## config.mk

```make
export PLATFORM = sky130hd
export DESIGN_NAME = if_fetch_stage
export DESIGN_NICKNAME = d
export VERILOG_FILES = /design/src/rtl/if_pkg.sv /design/src/rtl/fetch_hold_buf.sv /design/src/rtl/if_fetch_stage.sv
export SDC_FILE = /design/constraint.sdc
export NUM_CORES = 1
export LEC_CHECK = 0
export ABC_CLOCK_PERIOD_IN_PS = 4500
export BUFFER_PORTS_ARGS = -buffer_cell sky130_fd_sc_hd__buf_2
export CAP_MARGIN = 20
export CORE_ASPECT_RATIO = 1.2
export CORE_MARGIN = 5
export CORE_UTILIZATION = 55
export DETAILED_ROUTE_END_ITERATION = 8
export PLACE_DENSITY = 0.81
export SYNTH_ARGS = -nofsm -noshare
export SYNTH_HDL_FRONTEND = slang
export SYNTH_HIERARCHICAL = 1
export SYNTH_SLANG_ARGS = --single-unit
```

## constraint.sdc

```tcl
create_clock -name clk -period 4.5 [get_ports clk]
set_input_delay 0.675 -clock clk [delete_from_list [all_inputs] [get_ports clk]]
set_output_delay 0.675 -clock clk [all_outputs]
set_load 0.02 [all_outputs]
```

## src/rtl/if_pkg.sv

```systemverilog
// Shared types and constants for the instruction fetch stage.
// Optional IF_PERF_CNT_EN macro adds perf counters in if_fetch_stage.
package if_pkg;

  typedef enum logic [1:0] {
    FETCH = 2'd0,
    WAIT  = 2'd1,
    HOLD  = 2'd2
  } fetch_state_t;

  localparam logic [31:0] NOP_INST_DEFAULT = 32'h0000_0013;
  localparam logic [31:0] PC_STEP          = 32'd4;

endpackage

```

## src/rtl/fetch_hold_buf.sv

```systemverilog
// One-entry buffer parking a fetched IR+PC while decode is stalled.
// flush and unload both empty it; flush wins over load.
module fetch_hold_buf
  import if_pkg::*;
(
  input  logic        clk,
  input  logic        rst,
  input  logic        load,
  input  logic        unload,
  input  logic        flush,
  input  logic [31:0] in_ir,
  input  logic [31:0] in_pc,
  output logic [31:0] ir,
  output logic [31:0] pc,
  output logic        full
);

  always_ff @(posedge clk or posedge rst) begin
    if (rst) begin
      full <= 1'b0;
      ir   <= NOP_INST_DEFAULT;
      pc   <= '0;
    end else if (flush || unload) begin
      full <= 1'b0;
    end else if (load) begin
      full <= 1'b1;
      ir   <= in_ir;
      pc   <= in_pc;
    end
  end

endmodule

```

## src/rtl/if_fetch_stage.sv

```systemverilog
// Fetch stage: one outstanding imem request, owns the IF/ID register.
// Define IF_PERF_CNT_EN to add perf_fetch_cnt / perf_stall_cnt ports.
module if_fetch_stage
  import if_pkg::*;
#(
  parameter logic [31:0] RESET_PC = 32'h0000_0000,
  parameter logic [31:0] NOP_INST = NOP_INST_DEFAULT
) (
  input  logic        clk,
  input  logic        rst,
  input  logic        stall_en,
  input  logic        take_branch,
  input  logic [31:0] branch_target,
  output logic        imem_req,
  output logic [31:0] imem_addr,
  input  logic        imem_ready,
  input  logic        imem_rvalid,
  input  logic [31:0] imem_rdata,
  output logic [31:0] if_id_IR,
  output logic [31:0] if_id_PC,
  output logic [31:0] if_id_NPC,
  output logic        if_id_valid_inst
`ifdef IF_PERF_CNT_EN
  ,
  output logic [31:0] perf_fetch_cnt,
  output logic [31:0] perf_stall_cnt
`endif
);

  fetch_state_t state, state_nxt;
  logic [31:0]  pc_reg, pc_nxt;
  logic         kill, kill_nxt;
  logic [31:0]  tgt;
  logic         deliver;
  logic [31:0]  dl_ir, dl_pc;
  logic         buf_load, buf_unload, buf_flush;
  logic         buf_full;
  logic [31:0]  buf_ir, buf_pc;
  logic         unused_bits;

  assign tgt         = {branch_target[31:2], 2'b00};
  assign unused_bits = ^branch_target[1:0];

  always_ff @(posedge clk or posedge rst) begin
    if (rst) begin
      state  <= FETCH;
      pc_reg <= RESET_PC;
      kill   <= 1'b0;
    end else begin
      state  <= state_nxt;
      pc_reg <= pc_nxt;
      kill   <= kill_nxt;
    end
  end

  // kill marks the outstanding request as belonging to a stale path
  always_comb begin
    state_nxt = state;
    pc_nxt    = pc_reg;
    kill_nxt  = kill;
    unique case (state)
      FETCH: begin
        if (take_branch) pc_nxt = tgt;
        if (imem_ready) begin
          state_nxt = WAIT;
          kill_nxt  = take_branch;
        end
      end
      WAIT: begin
        if (imem_rvalid) begin
          kill_nxt = 1'b0;
          if (kill || take_branch || !stall_en)
            state_nxt = FETCH;
          else
            state_nxt = HOLD;
          if (take_branch)
            pc_nxt = tgt;
          else if (!kill && !stall_en)
            pc_nxt = pc_reg + PC_STEP;
        end else if (take_branch) begin
          kill_nxt = 1'b1;
          pc_nxt   = tgt;
        end
      end
      HOLD: begin
        if (take_branch) begin
          pc_nxt    = tgt;
          state_nxt = FETCH;
        end else if (!stall_en) begin
          pc_nxt    = pc_reg + PC_STEP;
          state_nxt = FETCH;
        end
      end
      default: state_nxt = FETCH;
    endcase
  end

  always_comb begin
    imem_req   = (state == FETCH) && !rst;
    imem_addr  = pc_reg;
    deliver    = 1'b0;
    dl_ir      = buf_ir;
    dl_pc      = buf_pc;
    buf_load   = 1'b0;
    buf_unload = 1'b0;
    buf_flush  = 1'b0;
    unique case (state)
      WAIT: begin
        if (imem_rvalid && !kill && !take_branch) begin
          if (!stall_en) begin
            deliver = 1'b1;
            dl_ir   = imem_rdata;
            dl_pc   = pc_reg;
          end else begin
            buf_load = 1'b1;
          end
        end
      end
      HOLD: begin
        if (take_branch) begin
          buf_flush = 1'b1;
        end else if (!stall_en && buf_full) begin
          deliver    = 1'b1;
          buf_unload = 1'b1;
        end
      end
      default: ;
    endcase
  end

  fetch_hold_buf u_hold (
    .clk    (clk),
    .rst    (rst),
    .load   (buf_load),
    .unload (buf_unload),
    .flush  (buf_flush),
    .in_ir  (imem_rdata),
    .in_pc  (pc_reg),
    .ir     (buf_ir),
    .pc     (buf_pc),
    .full   (buf_full)
  );

  // Redirect beats stall; an unstalled cycle without delivery is a bubble
  always_ff @(posedge clk or posedge rst) begin
    if (rst) begin
      if_id_IR         <= NOP_INST;
      if_id_PC         <= '0;
      if_id_NPC        <= PC_STEP;
      if_id_valid_inst <= 1'b0;
    end else if (take_branch) begin
      if_id_IR         <= NOP_INST;
      if_id_valid_inst <= 1'b0;
    end else if (!stall_en) begin
      if (deliver) begin
        if_id_IR         <= dl_ir;
        if_id_PC         <= dl_pc;
        if_id_NPC        <= dl_pc + PC_STEP;
        if_id_valid_inst <= 1'b1;
      end else begin
        if_id_IR         <= NOP_INST;
        if_id_valid_inst <= 1'b0;
      end
    end
  end

`ifdef IF_PERF_CNT_EN
  always_ff @(posedge clk or posedge rst) begin
    if (rst) begin
      perf_fetch_cnt <= '0;
      perf_stall_cnt <= '0;
    end else begin
      if (deliver)
        perf_fetch_cnt <= perf_fetch_cnt + 32'd1;
      if (stall_en && if_id_valid_inst)
        perf_stall_cnt <= perf_stall_cnt + 32'd1;
    end
  end
`endif

  a_no_rvalid_in_fetch: assert property (
    @(posedge clk) disable iff (rst)
    !(state == FETCH && imem_rvalid));

endmodule

```

# Yosys cells after proc, flatten, opt, wreduce, memory -nomap -nowiden
# Index checks and enable logic that the tools add are counted.
[totals]
wordCells = 85
register_bits = 197
inputBits = 70
output_inout_bits = 130
[op_classes]
bitwise_logic = 3
n_addsub = 2
n_eq_ne = 8
reduce_logical = 21
mux = 41
[ops]
columns = ["operator", "count"]
rows = [
  ["$mux W32", 14],
  ["$pmux W32 S3", 1],
  ["$add A32 B3 Y32 const B", 2],
  ["$mux W1", 18],
  ["$reduce_and A3 Y1", 4],
  ["$mux W2", 5],
  ["$ne A3 B3 Y1 const B", 2],
  ["$pmux W2 S3", 1],
  ["$logic_and A1 B1 Y1", 5],
  ["$logic_not A1 Y1", 4],
  ["$ne A2 B2 Y1 const B", 2],
  ["$ne A4 B4 Y1 const B", 1],
  ["$pmux W1 S2", 2],
  ["$reduce_bool A2 Y1", 2],
  ["$logic_or A1 B1 Y1", 3],
  ["$not A1 Y1", 3],
  ["$reduce_bool A3 Y1", 1],
  ["$eq A2 B1 Y1 const B", 1],
  ["$eq A2 B2 Y1 const B", 1],
  ["$logic_not A2 Y1", 1],
  ["$ne A2 B1 Y1 const B", 1],
  ["$reduce_and A2 Y1", 1],
]

# Depth between registers and ports, before layout
# Gate-level depths: netlist of the first run.
[depth]
word_depth = 8
mapped_depth = 16
mapped_depth_nobuf = 11

# Hierarchy
# The synthesis of the first run kept the hierarchy.
[by_module_without_submodules]
columns = ["mod", "seq_area_each_um2", "cells_per_inst", "area_per_inst_um2", "n_inst"]
rows = [
  ["if_fetch_stage", 3258.1, 875, 7734.9, 1],
  ["fetch_hold_buf", 1630.3, 140, 2732.6, 1],
]

# Least setup slack after synthesis of the first run
# OpenSTA, ideal clock, no wires.
[synth_timing]
kind = "input to register"
startpoint = "input port imem_rvalid"
endpoint = "register if_id_NPC[28]"
path_buffers = 6
stages = 15
setup_time_ps = 126
arrival_ps = 3699
path_slack_ps = 675
path_cell_list = "buf_2 and3b_1 clkbuf_1 nand2_1 clkbuf_1 buf_1 mux2_2 ha_1 nand3_1 or4b_1 clkbuf_1 a22oi_1 buf_4 a311oi_1 a221o_1"
[synth_between]
elab_chain_len = 5
[synth_rtl]
columns = ["item", "line", "rtl"]
rows = [
  ["start, declared", "if_fetch_stage.sv:17", "input logic imem_rvalid,"],
  ["$logic_and A1 B1 Y1 (2 in a row)", "if_fetch_stage.sv:109", "if (imem_rvalid && !kill && !take_branch) begin"],
  ["$mux W32", "if_fetch_stage.sv:109", ""],
  ["$mux W32", "if_fetch_stage.sv:107", "unique case (state)"],
  ["via dl_pc[3]", "if_fetch_stage.sv:35", "logic [31:0] dl_ir, dl_pc;"],
  ["$add A32 B3 Y32", "if_fetch_stage.sv:158", "if_id_NPC <= dl_pc + PC_STEP;"],
  ["end signal, assigned", "if_fetch_stage.sv:158", ""],
  ["end, declared", "if_fetch_stage.sv:21", "output logic [31:0] if_id_NPC,"],
]
# The timed path passes the listed nets, and every way through them passes these cells.
# A chain may end at the register's enable or synchronous reset.

# Final worst setup path of the first run
[layout_timing]
startpoint = "register state[1]"
endpoint = "register if_id_NPC[28]"
[layout_between]
elab_chain_len = 3
[layout_rtl]
columns = ["item", "line", "rtl"]
rows = [
  ["start, declared", "if_fetch_stage.sv:30", "fetch_state_t state, state_nxt;"],
  ["start signal, assigned", "if_fetch_stage.sv:50", "state <= state_nxt;"],
  ["$eq A2 B1 Y1", "if_fetch_stage.sv:107", ""],
  ["$mux W32", "if_fetch_stage.sv:107", ""],
  ["via dl_pc[2]", "if_fetch_stage.sv:35", ""],
  ["$add A32 B3 Y32", "if_fetch_stage.sv:158", ""],
]
# The timed path passes the listed nets, and every way through them passes these cells.

==> out/results.tsv, run 1 <==
stage	metric	value	unit
outcome	outcome	complete, no violations	
timing	Final Hold Vio Count	0	
layout	leading cell types in the layout, fill and taps excluded	197 x sky130_fd_sc_hd__buf_2, 188 x sky130_fd_sc_hd__dfrtp_1, 130 x sky130_fd_sc_hd__nand2_1, 104 x sky130_fd_sc_hd__o21ai_0, 60 x sky130_fd_sc_hd__mux2_4	
detailed_routing	detailed-routing iteration count for the pre-antenna-repair pass	5	
clocking	Resized Gates After CTS	0	
layout	proportion of layout cells with a drive suffix above 1	0.300	
timing	post-route minimum period	3.53	ns
logic_synthesis	most common flop cell mapped by yosys	sky130_fd_sc_hd__dfrtp_1	
power_and_ir_drop	maximum resistive drop on vdd	0.451	mV
logic_synthesis	Yosys warnings	6	
logic_synthesis	#FFs+latches synth	195	
worst_hold_path	hold crit path type	input pin to async pin	
power_and_ir_drop	static leakage	0.00573	uW
worst_setup_path	Slowest-stage cell, CP	sky130_fd_sc_hd__or4b_1	
clocking	Longest Clk Path Bufs	2	
global_routing	number of global-route vias before repair	8560	
logic_synthesis	count of mapped cells out of synthesis	1015	
global_routing	global-route usage over all layers	0.264	
logic_synthesis	Mapped Nets	1091	
timing	final period utilization	0.785	
detailed_routing	count of unresolved DRC violations after routing	0	
place	detailed placer's ending HPWL	20.5	mm
worst_setup_path	r2r worst-path depth	12	
worst_setup_path	Critical path origin	state[1]$_DFFE_PP0P_	
floorplan	count of pins on the block boundary	200	
flow_run	max-cap check violation count	0	
logic_synthesis	share of async-settable or async-resettable flops after synthesis	1.00	
place	RePlAce Congestion	0.923	
worst_setup_path	worst reg2reg endpoint	if_id_NPC[28]$_DFFE_PP0P_	
floorplan	y dimension of the die	161	um
global_routing	total congestion overflow	0	
place	IO Port Bufs	197	
clocking	number of H-tree levels	4	
worst_setup_path	worst-path cell chain	inv_1 -> ha_1 -> and3b_1 -> nand2_1 -> mux2_2 -> ha_1 -> nand3_1 -> or4b_1 -> a22oi_1 -> buf_4 -> a311oi_1 -> a221o_1	
logic_synthesis	post-synth design cell area	10500	sq um
layout	post-synthesis to final-layout area growth	15.9	%
layout	number of antenna repair diodes	0	
timing	setup repair after global routing missed its margin	false	
global_routing	initial antenna violation count	0	
worst_setup_path	data arrival time at the worst-slack endpoint	3.85	ns
floorplan	number of placement rows	55	
worst_setup_path	most numerous cell on the critical path	sky130_fd_sc_hd__ha_1	
worst_setup_path	critical path startpoint category	flip-flop	
global_routing	pin count of the biggest net entering global routing	100	
worst_setup_path	reg-to-reg critical path startpoint	state[1]$_DFFE_PP0P_	
floorplan	area of the die	21900	sq um
logic_synthesis	sequential area share after synthesis	0.467	
timing	max-slew violation count	0	
layout	final layout net count	1246	
worst_setup_path	delay of the slowest critical-path stage	0.63	ns
logic_synthesis	number of enable flip-flop cells after synthesis	0	
detailed_routing	via/cell ratio	6.20	
timing	peak clock frequency supported by timing	283	MHz
place	cell total after placement	1407	
detailed_routing	First DRT Iteration DRCs	708	
worst_setup_path	CP max FO	12	
detailed_routing	detailed-route via count	8924	
global_routing	global-route wire length before repair	46.4	mm
clocking	post-CTS clock slew at the launch and capture registers of the worst setup and hold paths	0.08	ns
floorplan	initial cell density of the core	0.557	
worst_setup_path	data required time of the critical path	4.82	ns
clocking	number of buffers created by CTS	17	
clocking	number of sinks driven by the clock tree	195	
clocking	clock root cell	sky130_fd_sc_hd__clkbuf_16	
worst_setup_path	Worst Setup End Kind	flip-flop	
layout	most common cell after layout, fill and taps aside	sky130_fd_sc_hd__buf_2	
clocking	clock latency on the worst-skew pair	0.44	ns
timing	Final Setup Violations	0	
timing	measured slew at the worst slew-check pin	0.949	ns
power_and_ir_drop	pwr/cell area	624	nW/um^2
floorplan	core region area	18800	sq um
clocking	Post-CTS Repair Setup Buffers	0	
timing	max_slew headroom	0.367	
detailed_routing	drt total wl	29.2	mm
timing	Fin Clk Skew	0.00981	ns
floorplan	Horiz. Die Dim	136	um
clocking	cts hold-fix bufs	0	
clocking	CTS tree	yes	
worst_setup_path	critical setup path kind	flip-flop to flip-flop	
layout	# fillers	1531	
timing	final sum of negative setup slack	0	ns
worst_setup_path	internal reg-to-reg setup slack	0.97	ns
logic_synthesis	count of cell types in the netlist	70	
detailed_routing	average wire per cell in the routed design	20.3	um
layout	post-route non-filler standard cell count	1439	
detailed_routing	antenna viol nets, final	0	
logic_synthesis	synthesized area per cell	10.3	sq um
[per-layer routing]
| metal | global-route usage | part of all wire |
|---|---|---|
| met1 | 0.380 | 0.43 |
| met2 | 0.410 | 0.47 |
| met3 | 0.0467 | 0.081 |
| met4 | 0.0793 | 0.022 |
| met5 | 0 | 0 |
[synthesized netlist by cell type, drive strengths merged, types with 4 or more instances]
cell       n  area, sq um
ha         6         75.1
clkbuf    59          221
nand4     22          138
and2      12         75.1
a311oi     5         43.8
a221oi     5         43.8
a222oi     6         60.1
a22o       5         43.8
o22ai      6         37.5
a21oi     33          165
and3      21          131
xor2      10         87.6
a31oi     19          119
nor3      16         80.1
o21a       4         30.0
o31ai     18          165
a211oi     6         45.0
a211o      4         35.0
xnor2      4         35.0
mux2i     47          470
o21ai    106          534
nor4       8         50.1
o22a       6         52.6
o2111ai    6         52.6
inv       15         56.3
o211ai    10         75.1
buf       22          223
dfrtp    188         4700
mux2      77         1090
or2        4         27.5
nand2b     4         25.0
nand3     26          130
and4      14          123
dfstp      7          184
a22oi     10         75.1
nand2    130          488
or4        5         41.3
nor2      33          124
[cell families (layout without fill, tap and decap cells)]
| family | Yosys count | count (layout) | share of synthesized area |
|---|---|---|---|
| and+or+nand+nor | 309 | 309 | 0.148 |
| AOI/OAI and AO/OA | 270 | 270 | 0.169 |
| DFF | 195 | 195 | 0.467 |
| muxes | 124 | 124 | 0.149 |
| buffers and inverters | 97 | 265 | 0.0482 |
| xor gates and xnor gates | 14 | 14 | 0.0117 |
| adders and majority gates | 6 | 6 | 0.00717 |
[critical path, delay by kind of cell, from the launching register on]
kind                     cells  cell delay, ns
flip-flops                   1            0.41
AO/OA/AOI/OAI                3            0.65
AND/OR/NAND/NOR              4            1.13
multiplexers                 1            0.29
buffers and inverters        2            0.31
adder cells (fa/ha/maj)      2            0.62
[through the flow]
step	power (uW)	setup slack, ns	hold slack, ns	util	area, sq um
3_3_place_gp	5870	0.998	0.449	0.613	11500
6_report	7570	0.970	0.361	0.646	12100
4_1_cts	7550	1.02	0.393	0.646	12100
3_5_place_dp	5960	0.939	0.449	0.613	11500
2_1_floorplan	4960	0.362	0.475	-	10500
5_1_grt	7970	0.720	0.444	0.646	12100
[where the power goes]
part	internal [uW]	switching, uW	total [uW]
clock	805	763	1570
combinational	1220	1740	2960
sequential	2380	662	3040
[cell type report]
type                            instances  area (sq um)  area share
Clock buffer                           17           425      0.0351
Clock inverter                         15           185      0.0153
Inverter                               16          62.6     0.00516
Multi-Input combinational cell        723          5120       0.422
Sequential cell                       195          4890       0.403
Tap cell                              256           320      0.0264
Timing Repair Buffer                  217          1140      0.0936
[how the worst max path moves through the flow]
stage / endpoint / cells after the start
3_5_place_dp: if_id_NPC[28]$_DFFE_PP0P_ / 12
3_3_place_gp: if_id_NPC[28]$_DFFE_PP0P_ / 12
4_1_cts: if_id_NPC[28]$_DFFE_PP0P_ / 12
6_report: if_id_NPC[28]$_DFFE_PP0P_ / 12
5_1_grt: if_id_NPC[28]$_DFFE_PP0P_ / 12
2_1_floorplan: if_id_IR[10]$_DFFE_PP0P_ / 1
(Power assumes the default switching activity.)
==> run 2: changes to the inputs <==
ABC_AREA = 1   (was default)
ABC_CLOCK_PERIOD_IN_PS = 3330   (was 4500)
clock period = 3.33 ns   (was 4.5 ns; I/O delays follow)
==> out/results.tsv, run 2 <==
stage	metric	value	unit	change
outcome	outcome	complete, no violations		unchanged
logic_synthesis	top-count cell post-synth	sky130_fd_sc_hd__nand2_1		was sky130_fd_sc_hd__dfrtp_1
logic_synthesis	Synth Area in XOR/XNOR	0.000789		was 0.0117
timing	post-route minimum period	2.96	ns	was 3.53 ns
worst_setup_path	Worst Setup End Kind	flip-flop		unchanged
floorplan	y dimension of the die	166	um	was 161 um
clocking	CTS tree	yes		unchanged
layout	area occupied by registers	4890	sq um	unchanged
logic_synthesis	most common flop cell mapped by yosys	sky130_fd_sc_hd__dfrtp_1		unchanged
global_routing	pin count of the biggest net entering global routing	92		was 100
timing	setup repair after global routing missed its margin	false		unchanged
place	detailed placer's ending HPWL	22.9	mm	was 20.5 mm
detailed_routing	antenna viol nets, final	0		unchanged
logic_synthesis	complex-gate fraction of the synthesized area	0.103		was 0.169
logic_synthesis	Mapped Nets	1631		was 1091
logic_synthesis	post-synth design cell area	11100	sq um	was 10500 sq um
layout	most common cell after layout, fill and taps aside	sky130_fd_sc_hd__nand2_1		was sky130_fd_sc_hd__buf_2
timing	max_slew headroom	0.413		was 0.367
clocking	clock latency on the worst-skew pair	0.44	ns	about the same
global_routing	global-route wire length before repair	52.5	mm	was 46.4 mm
timing	measured slew at the worst slew-check pin	0.880	ns	was 0.949 ns
floorplan	number of placement rows	57		was 55
logic_synthesis	main combinational cell family by area after synthesis	simple AND/OR/NAND/NOR gates		was compound AO/OA/AOI/OAI gates
clocking	Longest Clk Path Bufs	2		unchanged
logic_synthesis	#FFs+latches synth	195		unchanged
logic_synthesis	share of async-settable or async-resettable flops after synthesis	1.00		unchanged
floorplan	area of the die	23100	sq um	was 21900 sq um
place	IO Port Bufs	197		unchanged
logic_synthesis	number of enable flip-flop cells after synthesis	0		unchanged
clocking	number of H-tree levels	4		unchanged
layout	area taken by multi-input logic gates	5290	sq um	was 5120 sq um
logic_synthesis	count of mapped cells out of synthesis	1555		was 1015
worst_setup_path	critical path startpoint category	flip-flop		unchanged
worst_setup_path	CP max FO	38		was 12
layout	number of antenna repair diodes	0		unchanged
detailed_routing	via/cell ratio	5.62		was 6.20
clocking	number of buffers created by CTS	17		unchanged
timing	final period utilization	0.889		was 0.785
detailed_routing	detailed-routing iteration count for the pre-antenna-repair pass	5		unchanged
logic_synthesis	mux contribution to synthesized area	0		was 0.149
power_and_ir_drop	Power, Total	10500	uW	was 7570 uW
timing	Final Setup Violations	0		unchanged
floorplan	count of pins on the block boundary	200		unchanged
layout	final layout net count	1788		was 1246
logic_synthesis	post-synthesis simple-gate area fraction	0.364		was 0.148
logic_synthesis	list of most frequent post-synthesis cells	512 x sky130_fd_sc_hd__nand2_1, 197 x sky130_fd_sc_hd__nor2_1, 188 x sky130_fd_sc_hd__dfrtp_1, 166 x sky130_fd_sc_hd__nand3_1, 113 x sky130_fd_sc_hd__inv_1		was 188 x sky130_fd_sc_hd__dfrtp_1, 130 x sky130_fd_sc_hd__nand2_1, 104 x sky130_fd_sc_hd__o21ai_0, 60 x sky130_fd_sc_hd__mux2_4, 59 x sky130_fd_sc_hd__clkbuf_1
worst_setup_path	data required time of the critical path	3.66	ns	was 4.82 ns
detailed_routing	count of unresolved DRC violations after routing	0		unchanged
timing	peak clock frequency supported by timing	338	MHz	was 283 MHz
floorplan	initial cell density of the core	0.554		was 0.557
timing	Fin Clk Skew	0.0133	ns	was 0.00981 ns
timing	final sum of negative setup slack	0	ns	unchanged
clocking	clock root cell	sky130_fd_sc_hd__clkbuf_16		unchanged
floorplan	Horiz. Die Dim	140	um	was 136 um
logic_synthesis	largest cells by area after synthesis	sky130_fd_sc_hd__dfrtp_1 42%, sky130_fd_sc_hd__nand2_1 17%, sky130_fd_sc_hd__nand3_1 7.5%		was sky130_fd_sc_hd__dfrtp_1 45%, sky130_fd_sc_hd__mux2_4 8.6%, sky130_fd_sc_hd__o21ai_0 5.0%
clocking	post-CTS clock slew at the launch and capture registers of the worst setup and hold paths	0.07	ns	was 0.08 ns
logic_synthesis	count of cell types in the netlist	41		was 70
timing	Final Hold Vio Count	0		unchanged
layout	post-synthesis to final-layout area growth	14.7	%	was 15.9%
floorplan	core region area	20000	sq um	was 18800 sq um
layout	# fillers	1785		was 1531
timing	max-slew violation count	0		unchanged
logic_synthesis	top-area cell type share of the netlist area	0.424		was 0.449
global_routing	initial antenna violation count	0		unchanged
clocking	cts hold-fix bufs	0		unchanged
logic_synthesis	sequential area share after synthesis	0.441		was 0.467
worst_hold_path	hold crit path type	input pin to async pin		unchanged
clocking	Post-CTS Repair Setup Buffers	0		unchanged
detailed_routing	First DRT Iteration DRCs	1130		was 708
detailed_routing	detailed-route via count	11200		was 8924
layout	leading cell types in the layout, fill and taps excluded	510 x sky130_fd_sc_hd__nand2_1, 197 x sky130_fd_sc_hd__buf_2, 195 x sky130_fd_sc_hd__nor2_1, 188 x sky130_fd_sc_hd__dfrtp_1, 166 x sky130_fd_sc_hd__nand3_1		was 197 x sky130_fd_sc_hd__buf_2, 188 x sky130_fd_sc_hd__dfrtp_1, 130 x sky130_fd_sc_hd__nand2_1, 104 x sky130_fd_sc_hd__o21ai_0, 60 x sky130_fd_sc_hd__mux2_4
detailed_routing	average wire per cell in the routed design	16.3	um	was 20.3 um
flow_run	max-cap check violation count	0		unchanged
clocking	number of sinks driven by the clock tree	195		unchanged
clocking	Resized Gates After CTS	0		unchanged
logic_synthesis	synthesized area per cell	7.13	sq um	was 10.3 sq um
global_routing	total congestion overflow	0		unchanged
global_routing	number of global-route vias before repair	10400		was 8560
layout	proportion of layout cells with a drive suffix above 1	0.179		was 0.300
power_and_ir_drop	pwr/cell area	825	nW/um^2	was 624 nW/um^2
detailed_routing	drt total wl	32.5	mm	was 29.2 mm
logic_synthesis	biggest area consumer among synthesized cells	sky130_fd_sc_hd__dfrtp_1		unchanged
power_and_ir_drop	static leakage	0.00667	uW	was 0.00573 uW
power_and_ir_drop	maximum resistive drop on vdd	0.481	mV	was 0.451 mV
place	RePlAce Congestion	0.912		was 0.923
worst_setup_path	data arrival time at the worst-slack endpoint	3.29	ns	was 3.85 ns
logic_synthesis	adder and majority cell fraction of the synthesized area	0.00677		was 0.00717
worst_setup_path	critical setup path kind	flip-flop to flip-flop		unchanged
logic_synthesis	Yosys warnings	6		unchanged
global_routing	global-route usage over all layers	0.279		was 0.264
[run 2: changes by cell type after synthesis, sizes merged, moves of 47 or more]
cell	change
nand2	+390
nor2	+181
nand3	+144
inv	+106
mux2	-77
mux2i	-47
[run 2: critical path, cell delays in order, from the launching register on]
cell and delay (ns):
sky130_fd_sc_hd__dfrtp_1 0.41, sky130_fd_sc_hd__inv_1 0.10, sky130_fd_sc_hd__ha_1 0.22, sky130_fd_sc_hd__nand2_2 0.10, sky130_fd_sc_hd__nor2_4 0.31, sky130_fd_sc_hd__buf_4 0.43, sky130_fd_sc_hd__nand2_2 0.12, sky130_fd_sc_hd__buf_4 0.28
sky130_fd_sc_hd__inv_2 0.48, sky130_fd_sc_hd__nor2_1 0.10, sky130_fd_sc_hd__o31ai_1 0.28
[run 2: metrics by stage]
stage / worst slack (ns) / area [sq um] / util / hold WS (ns) / cells
detailed placement: 0.402 / 12200 / 0.608 / 0.455 / 1958
finish: 0.369 / 12700 / 0.635 / 0.187 / 1990
floorplan: 1.01 / 11100 / - / 0.442 / 1555
CTS: 0.371 / 12700 / 0.635 / 0.188 / 1990
global placement: 0.483 / 12200 / 0.608 / 0.453 / 1958
global route: 0.0655 / 12700 / 0.635 / 0.228 / 1990
[run 2: logic make-up (layout without fill, tap and decap cells)]
family / Yosys count / after routing
AOI/OAI and AO/OA: 193 / 193
xor gates and xnor gates: 1 / 1
adders and majority gates: 6 / 6
buffers and inverters: 204 / 374
DFF: 195 / 195
and+or+nand+nor: 956 / 956
[run 2: where the power goes]
group / internal, uW / switching, uW / total [uW]
Combinational: 1430 / 3090 / 4520
Clock: 971 / 946 / 1920
Sequential: 3230 / 829 / 4060
Total: 5630 / 4860 / 10500
[run 2: cell type report]
class | instances | share of cell area
Multi-Input combinational cell | 1156 | 0.415
Sequential cell | 195 | 0.384
Timing Repair Buffer | 221 | 0.0965
Inverter | 121 | 0.0360
Clock buffer | 19 | 0.0340
Tap cell | 265 | 0.0260
Clock inverter | 13 | 0.00816
[run 2: worst paths after layout]
path / startpoint / endpoint / slack [ns] / depth (start not counted)
setup / recovery: state[1]$_DFFE_PP0P_ / if_id_IR[28]$_DFFE_PP0P_ / 0.37 / 10
hold / removal: rst / if_id_IR[28]$_DFFE_PP0P_ / 0.19 / 2
setup reg to reg: state[1]$_DFFE_PP0P_ / if_id_IR[28]$_DFFE_PP0P_ / 0.37 / 10
hold reg to reg: u_hold/ir[1]$_DFFE_PP1P_ / u_hold/ir[1]$_DFFE_PP1P_ / 0.46 / 2
max in group asynchronous: rst / if_id_NPC[2]$_DFFE_PP1P_ / 2.38 / 3
min in group clk: imem_rdata[0] / if_id_IR[0]$_DFFE_PP1P_ / 0.29 / 3
[run 2: per-layer routing]
layer | track usage | share of wire
met1 | 0.389 | 0.42
met3 | 0.0467 | 0.082
met5 | 0 | 0
met2 | 0.437 | 0.46
met4 | 0.112 | 0.036
==> run 3: changes to the inputs <==
ABC_AREA = default   (was 1)
==> out/results.tsv, run 3 (synthesis gave the netlist of run 1 again) <==
stage	metric	value	unit	change
outcome	outcome	complete, no violations		unchanged
global_routing	pin count of the biggest net entering global routing	81		was 92
power_and_ir_drop	pwr/cell area	831	nW/um^2	was 825 nW/um^2
worst_hold_path	hold crit path type	input pin to async pin		unchanged
detailed_routing	amount of wire on met2 after detailed routing	13.9	mm	was 15.1 mm
detailed_routing	antenna viol nets, final	0		unchanged
layout	# fillers	1480		was 1785
place	IO Port Bufs	197		unchanged
clocking	number of H-tree levels	4		unchanged
detailed_routing	detailed-routing iteration count for the pre-antenna-repair pass	6		was 5
place	placement-stage cell area	11700	sq um	was 12200 sq um
timing	max_slew headroom	0.388		was 0.413
worst_setup_path	internal reg-to-reg setup slack	0.18	ns	was 0.37 ns
floorplan	number of placement rows	55		was 57
worst_setup_path	data arrival time at the worst-slack endpoint	3.50	ns	was 3.29 ns
timing	Fin Clk Skew	0.0120	ns	was 0.0133 ns
worst_setup_path	r2r worst-path depth	12		was 10
timing	max-slew violation count	0		unchanged
layout	proportion of layout cells with a drive suffix above 1	0.312		was 0.179
power_and_ir_drop	maximum resistive drop on vdd	0.514	mV	was 0.481 mV
layout	fin area	12300	sq um	was 12700 sq um
layout	post-synthesis to final-layout area growth	17.8	%	was 14.7%
timing	peak clock frequency supported by timing	317	MHz	was 338 MHz
detailed_routing	detailed route wirelength on metal3	2.26	mm	was 2.68 mm
clocking	Post-CTS Repair Setup Buffers	0		unchanged
global_routing	initial antenna violation count	0		unchanged
worst_setup_path	critical path startpoint category	flip-flop		unchanged
worst_setup_path	Slowest-stage cell, CP	sky130_fd_sc_hd__or4b_4		was sky130_fd_sc_hd__inv_2
clocking	post-CTS clock slew at the launch and capture registers of the worst setup and hold paths	0.08	ns	was 0.07 ns
detailed_routing	wire length the detailed router placed on met1	13.0	mm	was 13.5 mm
layout	most common cell after layout, fill and taps aside	sky130_fd_sc_hd__buf_2		was sky130_fd_sc_hd__nand2_1
detailed_routing	highest metal used	met4		unchanged
place	detailed placer's ending HPWL	21.4	mm	was 22.9 mm
worst_setup_path	Critical path origin	state[1]$_DFFE_PP0P_		unchanged
worst_setup_path	CP Buf/Inv Count	2		was 4
global_routing	global-route usage over all layers	0.268		was 0.279
clocking	number of buffers created by CTS	17		unchanged
worst_setup_path	worst reg2reg endpoint	if_id_NPC[26]$_DFFE_PP0P_		was if_id_IR[28]$_DFFE_PP0P_
worst_setup_path	delay of the slowest critical-path stage	0.57	ns	was 0.48 ns
clocking	Longest Clk Path Bufs	2		unchanged
floorplan	area of the die	21900	sq um	was 23100 sq um
worst_setup_path	Worst Setup End Kind	flip-flop		unchanged
clocking	cts hold-fix bufs	0		unchanged
timing	setup ws final	0.179	ns	was 0.369 ns
detailed_routing	First DRT Iteration DRCs	584		was 1130
clocking	Resized Gates After CTS	0		unchanged
clocking	clock latency on the worst-skew pair	0.44	ns	about the same
detailed_routing	average wire per cell in the routed design	20.3	um	was 16.3 um
clocking	clock root cell	sky130_fd_sc_hd__clkbuf_16		unchanged
detailed_routing	via/cell ratio	6.14		was 5.62
detailed_routing	detailed-route via count	8946		was 11200
timing	final period utilization	0.946		was 0.889
global_routing	total congestion overflow	0		unchanged
worst_setup_path	critical path's top delay family	simple AND/OR/NAND/NOR gates		was buffers and inverters
layout	leading cell types in the layout, fill and taps excluded	197 x sky130_fd_sc_hd__buf_2, 188 x sky130_fd_sc_hd__dfrtp_1, 130 x sky130_fd_sc_hd__nand2_1, 104 x sky130_fd_sc_hd__o21ai_0, 60 x sky130_fd_sc_hd__mux2_4		was 510 x sky130_fd_sc_hd__nand2_1, 197 x sky130_fd_sc_hd__buf_2, 195 x sky130_fd_sc_hd__nor2_1, 188 x sky130_fd_sc_hd__dfrtp_1, 166 x sky130_fd_sc_hd__nand3_1
floorplan	core region area	18800	sq um	was 20000 sq um
timing	Final Hold Vio Count	0		unchanged
clocking	CTS tree	yes		unchanged
layout	final layout net count	1263		was 1788
timing	post-route minimum period	3.15	ns	was 2.96 ns
worst_setup_path	most numerous cell on the critical path	sky130_fd_sc_hd__ha_1		
place	RePlAce Congestion	0.950		was 0.912
worst_setup_path	worst-path cell chain	inv_1 -> ha_1 -> and3b_1 -> nand2_1 -> mux2_2 -> ha_1 -> nand3_1 -> or4b_4 -> a22oi_2 -> buf_4 -> a21oi_1 -> o31ai_1		was inv_1 -> ha_1 -> nand2_2 -> nor2_4 -> buf_4 -> nand2_2 -> buf_4 -> inv_2 -> nor2_1 -> o31ai_1
timing	Final Setup Violations	0		unchanged
clocking	number of sinks driven by the clock tree	195		unchanged
floorplan	Horiz. Die Dim	136	um	was 140 um
place	worst-case setup slack after placement	0.136	ns	was 0.402 ns
flow_run	max-cap check violation count	0		unchanged
floorplan	count of pins on the block boundary	200		unchanged
timing	measured slew at the worst slew-check pin	0.917	ns	was 0.880 ns
worst_setup_path	data required time of the critical path	3.68	ns	was 3.66 ns
worst_setup_path	critical setup path kind	flip-flop to flip-flop		unchanged
worst_setup_path	reg-to-reg critical path startpoint	state[1]$_DFFE_PP0P_		unchanged
global_routing	global-route wire length before repair	47.1	mm	was 52.5 mm
detailed_routing	count of unresolved DRC violations after routing	0		unchanged
worst_setup_path	CP max FO	9		was 38
timing	final sum of negative setup slack	0	ns	unchanged
floorplan	y dimension of the die	161	um	was 166 um
detailed_routing	drt total wl	29.6	mm	was 32.5 mm
timing	worst hold slack after final layout	0.229	ns	was 0.187 ns
layout	number of antenna repair diodes	0		unchanged
global_routing	number of global-route vias before repair	8783		was 10400
power_and_ir_drop	static leakage	0.00583	uW	was 0.00667 uW
floorplan	initial cell density of the core	0.557		was 0.554
timing	setup repair after global routing missed its margin	false		unchanged
==> run 3: changes by cell type in the layout (fill, tap and decap cells not counted), sizes merged, moves of 13 or more <==
cell   previous run  this run
and3              0        21
and4              0        14
buf             221       234
inv             124        22
mux2              0        77
mux2i             0        47
nand2           520       130
nand3           170        26
nor2            214        33
o21ai            81       106
o31ai            32        18
==> run 3: through the flow <==
step,total power [uW],util,instances
after floorplan,6710,-,1015
after global placement,8030,0.624,1424
after detailed placement,8150,0.624,1424
after CTS,10200,0.656,1456
after global routing,10800,0.656,1456
final,10200,0.656,1456
==> run 3: routing by layer <==
metal	track usage	vias up
met4	0.0720	0
met5	0	-
met2	0.423	431
met3	0.0449	41
met1	0.384	4389
li1	-	4085
==> run 3: final cells by class <==
type	count	area [sq um]	area share
clock inverters	15	179	0.0145
multi-input cells	723	5120	0.416
clock buffers	17	425	0.0345
well taps	256	320	0.0260
repair buffers	234	1330	0.108
flip-flops and latches	195	4890	0.397
inverters	16	63.8	0.00518
==> run 3: where the power goes <==
part / total (uW) / switching (uW) / internal (uW) / leakage, uW
logic: 4080 / 2370 / 1720 / 0.00300
registers: 4100 / 886 / 3210 / 0.00253
clock network: 2070 / 1040 / 1020 / 0.000295
total: 10200 / 4300 / 5950 / 0.00583
==> run 3: worst max-delay path by stage <==
stage | end | slack [ns] | depth (start not counted)
detailed placement | if_id_NPC[26]$_DFFE_PP0P_ | 0.14 | 12
floorplan | if_id_NPC[28]$_DFFE_PP0P_ | 0.002 | 15
CTS | if_id_NPC[26]$_DFFE_PP0P_ | 0.11 | 12
finish | if_id_NPC[26]$_DFFE_PP0P_ | 0.18 | 12
global placement | if_id_NPC[26]$_DFFE_PP0P_ | 0.28 | 11
global route | if_id_NPC[26]$_DFFE_PP0P_ | 0.01 | 12
==> run 3: worst reg2reg max path, cell delays in order (launching register included) <==
cell	delay, ns
sky130_fd_sc_hd__dfrtp_1	0.42
sky130_fd_sc_hd__inv_1	0.09
sky130_fd_sc_hd__ha_1	0.16
sky130_fd_sc_hd__and3b_1	0.20
sky130_fd_sc_hd__nand2_1	0.14
sky130_fd_sc_hd__mux2_2	0.28
sky130_fd_sc_hd__ha_1	0.22
sky130_fd_sc_hd__nand3_1	0.14
sky130_fd_sc_hd__or4b_4	0.57
sky130_fd_sc_hd__a22oi_2	0.32
sky130_fd_sc_hd__buf_4	0.22
sky130_fd_sc_hd__a21oi_1	0.07
sky130_fd_sc_hd__o31ai_1	0.23
